**src/rtl/bnn_dot_prod_initiator.sv**
```systemverilog
// Streams activation/weight word pairs to a BNNDotProd CFU with up to MAX_OUT requests in flight,
// sums the returned xnor popcounts and presents the popcount total and signed BNN dot product.
//
// state | meaning
// IDLE  | waiting for a command
// ISSUE | accepting operand pairs and sending CFU requests
// DRAIN | every pair sent, collecting the remaining responses
// DONE  | result held on res_* until res_ready
module bnn_dot_prod_initiator #(
   parameter int CFU_REQ_DATA_W    = 32,
   parameter int CFU_RESP_DATA_W   = 32,
   parameter int CFU_FUNCTION_ID_W = 1,
   parameter int LEN_W             = 8,
   parameter int MAX_OUT           = 4
) (
   input  logic                         clock,
   input  logic                         reset,
   input  logic                         cmd_valid,
   output logic                         cmd_ready,
   input  logic [LEN_W-1:0]             cmd_len,
   input  logic                         in_valid,
   output logic                         in_ready,
   input  logic [CFU_REQ_DATA_W-1:0]    in_act,
   input  logic [CFU_REQ_DATA_W-1:0]    in_wt,
   output logic                         req_valid,
   input  logic                         req_ready,
   output logic [CFU_FUNCTION_ID_W-1:0] req_function_id,
   output logic [CFU_REQ_DATA_W-1:0]    req_data0,
   output logic [CFU_REQ_DATA_W-1:0]    req_data1,
   input  logic                         resp_valid,
   output logic                         resp_ready,
   input  logic [CFU_RESP_DATA_W-1:0]   resp_data,
   output logic                         res_valid,
   input  logic                         res_ready,
   output logic [31:0]                  res_pop,
   output logic signed [31:0]           res_dot,
   output logic                         busy
);
   localparam int OUT_W = $clog2(MAX_OUT) + 1;
   localparam int MAX_OUT_I = MAX_OUT;
   localparam logic [OUT_W:0] MAX_OUT_V = MAX_OUT_I[OUT_W:0];

   typedef enum logic [1:0] {IDLE, ISSUE, DRAIN, DONE} state_t;

   state_t                    state_q, state_d;
   logic [LEN_W-1:0]          len_q, len_d;
   logic [LEN_W-1:0]          issued_q, issued_d;
   logic [LEN_W-1:0]          received_q, received_d;
   logic [OUT_W-1:0]          outstanding_q, outstanding_d;
   logic [31:0]               acc_q, acc_d;
   logic                      req_valid_q, req_valid_d;
   logic [CFU_REQ_DATA_W-1:0] req_data0_q, req_data0_d;
   logic [CFU_REQ_DATA_W-1:0] req_data1_q, req_data1_d;
   logic                      res_valid_q, res_valid_d;
   logic [31:0]               res_pop_q, res_pop_d;
   logic [31:0]               res_dot_q, res_dot_d;

   logic                       cmd_hs, in_hs, req_hs, resp_hs, res_hs;
   logic [OUT_W:0]             window_used;
   logic [CFU_RESP_DATA_W-1:0] unused_resp;

   assign unused_resp = resp_data;

   // A request waiting in the output register already owns a window slot, so the
   // CFU can never hold more than MAX_OUT unanswered requests.
   assign window_used = {1'b0, outstanding_q} + {{OUT_W{1'b0}}, req_valid_q};

   assign cmd_ready  = (state_q == IDLE);
   assign in_ready   = (state_q == ISSUE) && (!req_valid_q || req_ready) &&
                       (issued_q < len_q) && (window_used < MAX_OUT_V);
   assign resp_ready = (state_q == ISSUE) || (state_q == DRAIN);
   assign busy       = (state_q != IDLE);

   assign cmd_hs  = cmd_valid && cmd_ready;
   assign in_hs   = in_valid && in_ready;
   assign req_hs  = req_valid_q && req_ready;
   assign resp_hs = resp_valid && resp_ready;
   assign res_hs  = res_valid_q && res_ready;

   assign req_valid       = req_valid_q;
   assign req_data0       = req_data0_q;
   assign req_data1       = req_data1_q;
   assign req_function_id = '0;
   assign res_valid       = res_valid_q;
   assign res_pop         = res_pop_q;
   assign res_dot         = res_dot_q;

   always_comb begin
      state_d       = state_q;
      len_d         = len_q;
      issued_d      = issued_q;
      received_d    = received_q;
      outstanding_d = outstanding_q;
      acc_d         = acc_q;
      req_valid_d   = req_valid_q;
      req_data0_d   = req_data0_q;
      req_data1_d   = req_data1_q;
      res_valid_d   = res_valid_q;
      res_pop_d     = res_pop_q;
      res_dot_d     = res_dot_q;

      if (in_hs) begin
         req_valid_d = 1'b1;
         req_data0_d = in_act;
         req_data1_d = in_wt;
         issued_d    = issued_q + LEN_W'(1);
      end else if (req_hs) begin
         req_valid_d = 1'b0;
      end

      case ({req_hs, resp_hs})
         2'b10:   outstanding_d = outstanding_q + OUT_W'(1);
         2'b01:   outstanding_d = outstanding_q - OUT_W'(1);
         default: outstanding_d = outstanding_q;
      endcase

      if (resp_hs) begin
         received_d = received_q + LEN_W'(1);
         acc_d      = acc_q + {26'd0, resp_data[5:0]};
      end

      case (state_q)
         IDLE: begin
            if (cmd_hs) begin
               len_d         = cmd_len;
               issued_d      = '0;
               received_d    = '0;
               outstanding_d = '0;
               acc_d         = '0;
               if (cmd_len != '0) begin
                  state_d = ISSUE;
               end else begin
                  state_d     = DONE;
                  res_valid_d = 1'b1;
                  res_pop_d   = '0;
                  res_dot_d   = '0;
               end
            end
         end
         ISSUE: begin
            if ((issued_q == len_q) && !req_valid_q) begin
               state_d = DRAIN;
            end
         end
         DRAIN: begin
            if (received_q == len_q) begin
               state_d     = DONE;
               res_valid_d = 1'b1;
               res_pop_d   = acc_q;
               // every word contributes matches minus mismatches = 2*pop - 32
               res_dot_d   = (acc_q << 1) - ({{(32-LEN_W){1'b0}}, len_q} << 5);
            end
         end
         DONE: begin
            if (res_hs) begin
               state_d     = IDLE;
               res_valid_d = 1'b0;
            end
         end
         default: state_d = IDLE;
      endcase
   end

   always_ff @(posedge clock or posedge reset) begin
      if (reset) begin
         state_q       <= IDLE;
         len_q         <= '0;
         issued_q      <= '0;
         received_q    <= '0;
         outstanding_q <= '0;
         acc_q         <= '0;
         req_valid_q   <= 1'b0;
         req_data0_q   <= '0;
         req_data1_q   <= '0;
         res_valid_q   <= 1'b0;
         res_pop_q     <= '0;
         res_dot_q     <= '0;
      end else begin
         state_q       <= state_d;
         len_q         <= len_d;
         issued_q      <= issued_d;
         received_q    <= received_d;
         outstanding_q <= outstanding_d;
         acc_q         <= acc_d;
         req_valid_q   <= req_valid_d;
         req_data0_q   <= req_data0_d;
         req_data1_q   <= req_data1_d;
         res_valid_q   <= res_valid_d;
         res_pop_q     <= res_pop_d;
         res_dot_q     <= res_dot_d;
      end
   end
endmodule

```
**config.mk**
```make
export PLATFORM = sky130hd
export DESIGN_NAME = bnn_dot_prod_initiator
export DESIGN_NICKNAME = d
export VERILOG_FILES = /design/src/rtl/bnn_dot_prod_initiator.sv
export SDC_FILE = /design/constraint.sdc
export NUM_CORES = 1
export LEC_CHECK = 0
export ABC_CLOCK_PERIOD_IN_PS = 5300
export BUFFER_PORTS_ARGS = -buffer_cell sky130_fd_sc_hd__buf_2
export CORE_ASPECT_RATIO = 0.9
export CORE_MARGIN = 5
export CORE_UTILIZATION = 48
export DETAILED_ROUTE_END_ITERATION = 7
export GPL_TIMING_DRIVEN = 0
export PLACE_DENSITY = 0.85
export SYNTH_ARGS = -nofsm -noshare
export SYNTH_HDL_FRONTEND = slang
export SYNTH_SLANG_ARGS = --single-unit
```
**constraint.sdc**
```tcl
create_clock -name clock -period 5.3 [get_ports clock]
set_clock_uncertainty 0.15 [all_clocks]
set_input_delay 0.265 -clock clock [delete_from_list [all_inputs] [get_ports clock]]
set_output_delay 0.265 -clock clock [all_outputs]
set_load 0.005 [all_outputs]
```
; Yosys cells after proc, flatten, opt, wreduce, memory -nomap -nowiden
; Index checks and enable logic that the tools add are counted.
[totals]
input_bits = 111
ff_bits = 191
out_inout_bits = 135
elab_cells = 86
[op_classes]
n_mux = 31
magnitude_cmp = 2
reduce_logical = 22
n_addsub = 7
n_eq_ne = 12
[ops]
columns = cell, count
row1 = $mux W32, 7
row2 = $pmux W32 S2, 2
row3 = $mux W8, 6
row4 = $add A32 B6 Y32, 1
row5 = $sub A32 B13 Y32, 1
row6 = $add A8 B1 Y8 const B, 2
row7 = $eq A8 B8 Y1, 2
row8 = $mux W2, 5
row9 = $logic_and A1 B1 Y1, 9
row10 = $lt A8 B8 Y1, 1
row11 = $pmux W2 S4, 1
row12 = $reduce_and A4 Y1, 2
row13 = $reduce_bool A8 Y1, 1
row14 = $eq A2 B2 Y1 const B, 3
row15 = $mux W1, 6
row16 = $mux W3, 2
row17 = $ne A2 B1 Y1 const B, 3
row18 = $pmux W3 S2, 1
row19 = $reduce_bool A2 Y1, 3
row20 = $reduce_and A5 Y1, 1
row21 = $add A3 B1 Y4, 1
row22 = $eq A2 B1 Y1 const B, 2
row23 = $lt A4 B3 Y1 const B, 1
row24 = $ne A2 B2 Y1 const B, 2
row25 = 8 further kinds, 9

; Longest topological paths before layout
; Gate-level depths: netlist of the first run.
[depth]
ltp_word = 9
depth_mapped = 10
ltp_nobuf = 9

; Least setup slack after synthesis of the first run
; OpenSTA, ideal clock, no wires.
[synth_path]
path_kind = register -> register
start = register state_q[0]
end = register outstanding_q[2]
required_time_ps = 5072
setup_slack_ps = 2588
n_path_buf = 1
synth_period_minus_slack_ps = 2712
stages_incl_launch_ff = 11
setup_ps = 78
arrival_time_ps = 2484
cell_sequence = dfrtp_1 > inv_1 > ha_1 > nand2_1 > inv_2 > clkbuf_1 > ha_1 > fa_1 > xnor2_1 > or3_1 > a21oi_1
[synth_between]
elab_chain_len = 7
word_cells_on_any_way = 11
[synth_lines]
columns = element, line
row1 = "start, declared", 45  ; state_t state_q, state_d;
row2 = "start signal, assigned", 179  ; state_q <= state_d;
row3 = $eq A2 B1 Y1 or $eq A2 B2 Y1 (tied branches), 71  ; assign resp_ready = (state_q == ISSUE) || (state_q == DRAIN);
row4 = $logic_or A1 B1 Y1 *, 71
row5 = named net resp_ready, 31  ; output logic resp_ready,
row6 = $logic_and A1 B1 Y1 *, 77  ; assign resp_hs = resp_valid && resp_ready;
row7 = $eq A2 B1 Y1 or $eq A2 B2 Y1 (tied branches), 111  ; case ({req_hs, resp_hs})
row8 = $pmux W3 S2 *, 111
row9 = $mux W3, 124  ; if (cmd_hs) begin
row10 = $mux W3 *, 122  ; case (state_q)
row11 = named net outstanding_d[2], 49  ; logic [OUT_W-1:0] outstanding_q, outstanding_d;
row12 = "end signal, assigned", 183  ; outstanding_q <= outstanding_d;
row13 = "end, declared", 49
; The timed path passes the listed nets; every way through them passes the cells marked *.
; A chain may end at the register's enable or synchronous reset.

; Worst setup path in the final report of the first run
[layout_path]
start = register state_q[1]
end = register req_data0_q[1] (netlist: req_data0[1])
[layout_between]
elab_chain_len = 5
[layout_lines]
columns = element, line
row1 = $eq A2 B1 Y1, 69  ; assign in_ready = (state_q == ISSUE) && (!req_valid_q || req_ready) &&
row2 = $logic_and A1 B1 Y1 (2 in series), 69
row3 = $logic_and A1 B1 Y1, 70  ; (issued_q < len_q) && (window_used < MAX_OUT_V);
row4 = $logic_and A1 B1 Y1, 75  ; assign in_hs = in_valid && in_ready;
row5 = "end signal, assigned", 186  ; req_data0_q <= req_data0_d;
row6 = "end, declared", 52  ; logic [CFU_REQ_DATA_W-1:0] req_data0_q, req_data0_d;
; No other way between the ends.

==> impl_results.md, run 1 <==
* Clk buf depth at 2
* Placed cell area at between 10,000 and 15,000 sq um
* Cell area power density at 489 nW/um^2
* Post-Route WL at 23,700 microns
* P&R area growth vs syn at 31.8%
* First-pass GRT wire length at approximately 39,000 microns
* Starting Density at between 40% and 50%
* Die Area at about 21,000 sq um
* Clock tree sinks at around 190
* Kind of critical path: reg -> reg
* CP required at between 5 and 6 ns
* Syn Inst Count at slightly below 800
* Met1 Use GR at between 20% and 30%
* Post-CTS Hold Fix Bufs at 74
* Non-filler instance count after layout at 1,353
* Synth Flop Type: dfrtp_1
* Initial antenna violation count at 1
* 1st-iter DRT viols at 381
* Post-CTS setup buffers at 0
* Via density at approximately 5.3
* Crit path DAT at 3.38 ns
* Most Crowded Layer GR: met2
* Met3 GRT Util at ~5.5%
* Max-Cap Viols at 0
* Endpoints failing setup at 0
* Largest net degree at the start of global routing at 44
* Fin area at about 12,000 sq um
* Worst-path clk slew at about 0.070 ns
* H-Tree Depth at 4
* Worst-skew pair later-pin latency at roughly 0.42 ns
* Post-CTS resize count at 0
* Die height at 138 microns
* Std cell rows at 47
* Setup tns final at 0 ns
* Grt total ovfl at 0
* Worst slew pin tran at 1.16 ns
* Period minus WS final at roughly 3.2 ns
* Relative max-transition margin at around 22%
* Ys async rst share at 100%
* Status: complete, no violations
* Worst setup EP type: flip-flop
* Routability Congestion at about 0.90
* Setup WS post-layout at roughly 2.1 ns
* Post-DRT Antenna Nets at 0
* Vias at around 7,200
* Maximum vdd drop at a little over 0.3 mV
* Placed Cells at around 1,200
* Core area at ~18,000 sq um
* Max Transition Viols Final at 0
* Port Buf Inserts at between 200 and 250
* Share of cells above drive strength 1 at a little under a third
* Final hold viol count at 0
* Hold Path Class: in -> reg
* R2R setup slack at just over 2 ns
* RSZ-0062 raised after global routing: false
* Synthesized cell area at ~9000 sq um
* DP Wirelength at between 15,000 and 20,000 microns
* Vias in the first global route at 7,402
* Total Routing Usage GR at between 20% and 30%
* #FFs+latches synth at ~190
* Drc violations at 0
* Root Driver: clkbuf_16
* Register area share after synthesis at between 50% and 60%
* Tcrit/Tclk final at 60.9%
* Cts bufs inserted at 17
* M2 GR Usage at about two fifths
* Critical path fanouts, max at 10
* Final Net Count at around 1,200
* Iteration count of the initial detailed-routing pass at 4
* Routed wire per std cell at around 17 microns
* Max Freq at ~310 MHz
* Avg Cell Area, Syn at 11.2 sq um
* Distinct cell type count after synthesis at 56
* Ys Warns at 0
* CP Launch Type: flip-flop
* Io pins at around 250
* Number of flops mapped to enable cells by yosys at 0
* Pre-CTS setup slack at ~2.1 ns
* P_leak at approximately 0.0057 uW
* CTS tree: built
* Die width at 153 microns
## metal layers
layer  up-vias  part of all wire [%]
li1       3373                     -
met4         0                   3.1
met2       242                    51
met3        46                   6.4
met1      3539                    40
met5         -                     0
## where the power goes
part | internal [uW] | leakage (uW) | switching, uW
sequential | 1840 | 0.00242 | 278
combinational | 1050 | 0.00297 | 1230
clock | 738 | 0.000280 | 533
total | 3630 | 0.00567 | 2040
## path summary, 6_finish.rpt
check / startpoint / endpoint / depth (start not counted)
worst max-delay path: state_q[1]$_DFFE_PP0P_ / req_data0[1]$_DFFE_PP0P_ / 8
worst min-delay path: res_ready / res_valid$_DFFE_PP0P_ / 4
worst max register to register: state_q[1]$_DFFE_PP0P_ / req_data0[1]$_DFFE_PP0P_ / 8
worst min register to register: res_dot[10]$_DFFE_PP0P_ / res_dot[10]$_DFFE_PP0P_ / 2
max in group asynchronous: reset / received_q[3]$_DFF_PP0_ / 5
min in group asynchronous: reset / req_data1[28]$_DFFE_PP0P_ / 3
## through the flow
| step | utilization, % | power (uW) | hold slack [ns] |
|---|---|---|---|
| floorplan | - | 3480 | 0.220 |
| global placement | 55.9 | 4230 | 0.307 |
| detailed placement | 56.4 | 4330 | 0.210 |
| CTS | 63.6 | 5660 | 0.00944 |
| global route | 63.6 | 6040 | 0.0740 |
| finish | 63.6 | 5670 | 0.0309 |
## cell usage in the layout, fill, tap and decap left out, types with 15 or more instances in the layout
cell type,count
nor3_1,21
a21oi_1,15
inv_1,22
a22o_1,37
o21ai_0,30
nand3_1,16
dfrtp_1,186
nand2_1,67
nand4_1,19
dlygate4sd3_1,74
clkbuf_1,26
mux2_2,65
xnor2_1,48
buf_2,228
xor2_1,24
nor2_1,58
clkbuf_16,17
ha_1,29
## cells in the mapped netlist, types with 3 or more instances
master    count  share of area (%)
fa_1          3               0.68
mux2_2       65                8.3
xor2_1       24                2.4
a21o_1        8               0.68
o21ai_1       5               0.28
dfrtp_1     186                 53
nor4_1        4               0.28
inv_1        23               0.98
and3_1        8               0.57
or3_1         6               0.43
nor2b_1       6               0.43
o31ai_1       8               0.68
buf_2        11               0.63
nand2_1      67                2.9
mux2i_1       4               0.46
nand4_1      19                1.4
nor2_1       58                2.5
nand2b_1      3               0.21
nor3_1       21                1.2
and2_1        3               0.21
buf_4         6               0.51
buf_1         4               0.17
ha_1         29                4.1
clkbuf_1     24                1.0
or4_1         4               0.34
nand3_1      16               0.91
o21a_1        3               0.26
a22o_1       37                3.7
xnor2_1      48                4.8
o21ai_0      30                1.7
o211ai_1      3               0.26
a21oi_1      15               0.85
## cell families after synthesis
family / Yosys count / share of synthesized area (%)
flops: 186 / 52.9
mux: 69 / 8.78
fa+ha+maj: 32 / 4.81
xor+xnor: 72 / 7.17
buf+inv: 70 / 3.49
simple gates: 226 / 12.7
other cells: 1 / 0.0426
compound gates: 126 / 10.1
## area by class of cell
type	instances	area (sq um)
antenna	1	2.50
buffer	46	216
clock buffer	19	433
clock inverter	10	143
fill	1430	6640
inverter	24	93.8
multi-input combinational	527	3840
sequential	186	4650
tap	245	307
timing repair buffer	295	1910
## worst max-delay path: stages (launching register included)
cell and delay (ns):
dfrtp_1 0.40, inv_1 0.11, ha_1 0.20, inv_1 0.07, a2111oi_0 0.53, o21ai_1 0.33
nor3b_2 0.55, buf_2 0.37, mux2_2 0.39
## sequential cells by signal (all words and copies together), names as in the netlist
name	count
acc_q	32
req_data0	32
req_data1	32
res_pop	32
res_dot	27
issued_q	8
len_q	8
received_q	8
outstanding_q	3
state_q	2
req_valid	1
res_valid	1
Note: power is estimated with default switching activity, not from simulation.
==> run 2, diff against run 1 <==
ABC_CLOCK_PERIOD_IN_PS = 3300   (was 5300)
CORE_UTILIZATION = 53   (was 48)
PLACE_DENSITY = 0.89   (was 0.85)
clock period = 3.3 ns   (was 5.3 ns; I/O delays follow)
==> run 2 against run 1 <==
Net effect:
- count of clock-buffer cells in the layout down 2
- flip-flop and latch count unchanged
- global-route usage up 2.7 points
- combinational power up 62%
- cell area up 0.19%
- non-clock buffer count up 3
- first-iteration DRC count up 20%
- via count up 1.0%
- fmax up 4.7%
- critical path type unchanged
- worst setup slack worse by 1.9 ns
- utilization up 7.9 points
==> impl_results.md, run 2 (synthesis results as in run 1) <==
* Status: complete, no violations
* P_sw at 3400 uW (+67%)
* CP required at 3.50 ns (-1.95 ns)
* Core area at 16,200 sq um (-11%)
* Final hold viol count at 0 (unchanged)
* Worst-skew pair later-pin latency at 0.44 ns (+0.02 ns)
* Starting Density at 54.2% (+5.9 points)
* Clk buf depth at 2 (unchanged)
* P_leak at 0.00569 uW (+0.44%)
* Max Freq at 324 MHz (+4.7%)
* Die height at 132 microns (-4.5%)
* H-Tree Depth at 4 (unchanged)
* Clk pwr share at 22.9% (+0.5 points)
* Post-DRT Antenna Nets at 0 (unchanged)
* Max-Cap Viols at 0 (unchanged)
* Total Routing Usage GR at 25.3% (+2.7 points)
* Grt total ovfl at 0 (unchanged)
* Largest net degree at the start of global routing at 44 (unchanged)
* Drc violations at 0 (unchanged)
* CP most frequent cell: ha_1
* Hold Path Class: in -> reg
* Die width at 146 microns (-4.5%)
* CP bufs+invs at 3 (unchanged)
* Cell area power density at 792 nW/um^2 (+62%)
* Relative max-transition margin at 25.3% (+3.0 points)
* Crit path cell chain: inv_1 > ha_1 > nand2_2 > inv_2 > clkbuf_1 > ha_1 > fa_1 > xnor2_1 > or3_1 > a21oi_1
* Final Net Count at 1,243 (+0.24%)
* Sw Ratio at 36.9% (+1.0 points)
* First-pass GRT wire length at 39,200 microns (+0.87%)
* CP max-delay cell: ha_1
* CP delay by family, top: adder cells
* Critical path fanouts, max at 10 (unchanged)
* Cts bufs inserted at 17 (unchanged)
* Share of cells above drive strength 1 at 31.4% (+0.37 points)
* 1st-iter DRT viols at 458 (+20%)
* Root Driver: clkbuf_16
* Period minus WS final at 3.08 ns (-0.145 ns)
* Worst setup EP type: flip-flop
* Non-filler instance count after layout at 1,321 (-2.4%)
* Post-Route WL at 23,900 microns (+0.88%)
* Commonest non-fill, non-tap cell in the layout: buf_2
* Final Core Density at 71.5% (+7.9 points)
* Post-CTS setup buffers at 0 (unchanged)
* Worst-path clk slew at 0.07 ns (about the same)
* Tcrit/Tclk final at 93.5% (+33 points)
* Vias at 7,275 (+1.0%)
* CTS tree: built
* Max Transition Viols Final at 0 (unchanged)
* Initial antenna violation count at 1 (unchanged)
* Most frequent cells in the layout: buf_2 (228), dfrtp_1 (186), dlygate4sd3_1 (77)
* Vias in the first global route at 7,647 (+3.3%)
* Sequential power share at 36.9% (-0.4 points)
* Placed Cells at 1,211 (-3.0%)
* Routability Congestion at 0.905 (+0.94%)
* RSZ-0062 raised after global routing: false
* Maximum vdd drop at 0.516 mV (+67%)
* Io pins at 246 (unchanged)
* P&R area growth vs syn at 32.1%
* Comb power frac at 40.2% (about the same)
* Iteration count of the initial detailed-routing pass at 6 (+2)
* Hold WS at 0.0394 ns (+0.00850 ns)
* Crit path DAT at 3.28 ns (-0.10 ns)
* Worst slew pin tran at 1.12 ns (-0.0454 ns)
* Die Area at 19,300 sq um (-8.8%)
* Clock tree sinks at 186 (unchanged)
* Internal power at 5800 uW (+60%)
* Std cell rows at 44 (-6.4%)
* DP Wirelength at 16,800 microns (+1.0%)
* CP max stage delay at 0.41 ns (-0.14 ns)
* Port Buf Inserts at 217 (unchanged)
* Via density at 5.51 (+3.5%)
* Endpoints failing setup at 0 (unchanged)
* CP Launch Type: flip-flop
* Routed wire per std cell at 18.1 microns (+3.3%)
* Kind of critical path: reg -> reg
## run 2: changes by cell type in the layout (fill, tap and decap cells not counted), moves of 2 or more
cell / change
inv_8: +6
clkbuf_1: -2
dlygate4sd3_1: +3
clkinvlp_4: +2
inv_6: -2
## run 2: timing repair
action | CTS | global route
gates resized for setup | 0 | 2
endpoints found under the hold margin | 116 | 0
setup endpoints to repair | 0 | 65
hold buffers | 77 | 0
## run 2: power by group through the flow
stage	sequential, uW	combinational, uW	clock (uW)
2_1_floorplan	3410	2190	0
3_3_place_gp	3370	3420	0
3_5_place_dp	3410	3570	0
4_1_cts	3380	3660	2140
5_1_grt	3480	4060	2230
6_report	3390	3700	2110
## run 2: layer usage
metal  GRT usage [%]  vias up  routed length (microns)
li1                -     3381                        -
met1            31.1     3548                     9480
met2            42.9      280                    12100
met3            6.12       66                     1400
met4            10.3        0                      850
met5               0        -                        0
## run 2: layout make-up
type,count,area [sq um]
Sequential cell,186,4650
Buffer,46,216
Antenna cell,1,2.50
Timing Repair Buffer,298,1940
Clock inverter,15,181
Inverter,24,93.8
Fill cell,1093,4620
Tap cell,207,259
Multi-Input combinational cell,527,3850
Clock buffer,17,425
## run 2: path summary, 6_finish.rpt
kind                                          from                          to  slack, ns  depth (start not counted)
min reg2reg                res_dot[12]$_DFFE_PP0P_     res_dot[12]$_DFFE_PP0P_       0.32                          2
max                         state_q[0]$_DFFE_PP0P_  outstanding_q[2]$_DFF_PP0_       0.22                         10
max reg2reg                 state_q[0]$_DFFE_PP0P_  outstanding_q[2]$_DFF_PP0_       0.22                         10
max in group asynchronous                    reset       issued_q[7]$_DFF_PP0_       1.51                          6
min in group asynchronous                    reset   req_data1[13]$_DFFE_PP0P_       0.32                          3
min                                     resp_valid          acc_q[4]$_DFF_PP0_       0.04                          4
## run 2: per-stage QoR
step	setup TNS, ns	worst slack (ns)	cell area (sq um)	total power (uW)
6_report	0	0.215	11600	9200
3_5_place_dp	0	0.135	10200	6980
4_1_cts	0	0.0963	11600	9190
2_1_floorplan	0	0.588	8800	5590
3_3_place_gp	-84.07	-0.465	10100	6800
5_1_grt	0	0.0241	11600	9760
## run 2: worst register-to-register path, delay by kind of cell, from the launching register on
kind	cells	cell delay, ns
compound gates	1	0.16
xor+xnor	1	0.15
fa+ha+maj	3	1.12
buf+inv	3	0.48
flops	1	0.40
simple gates	2	0.54
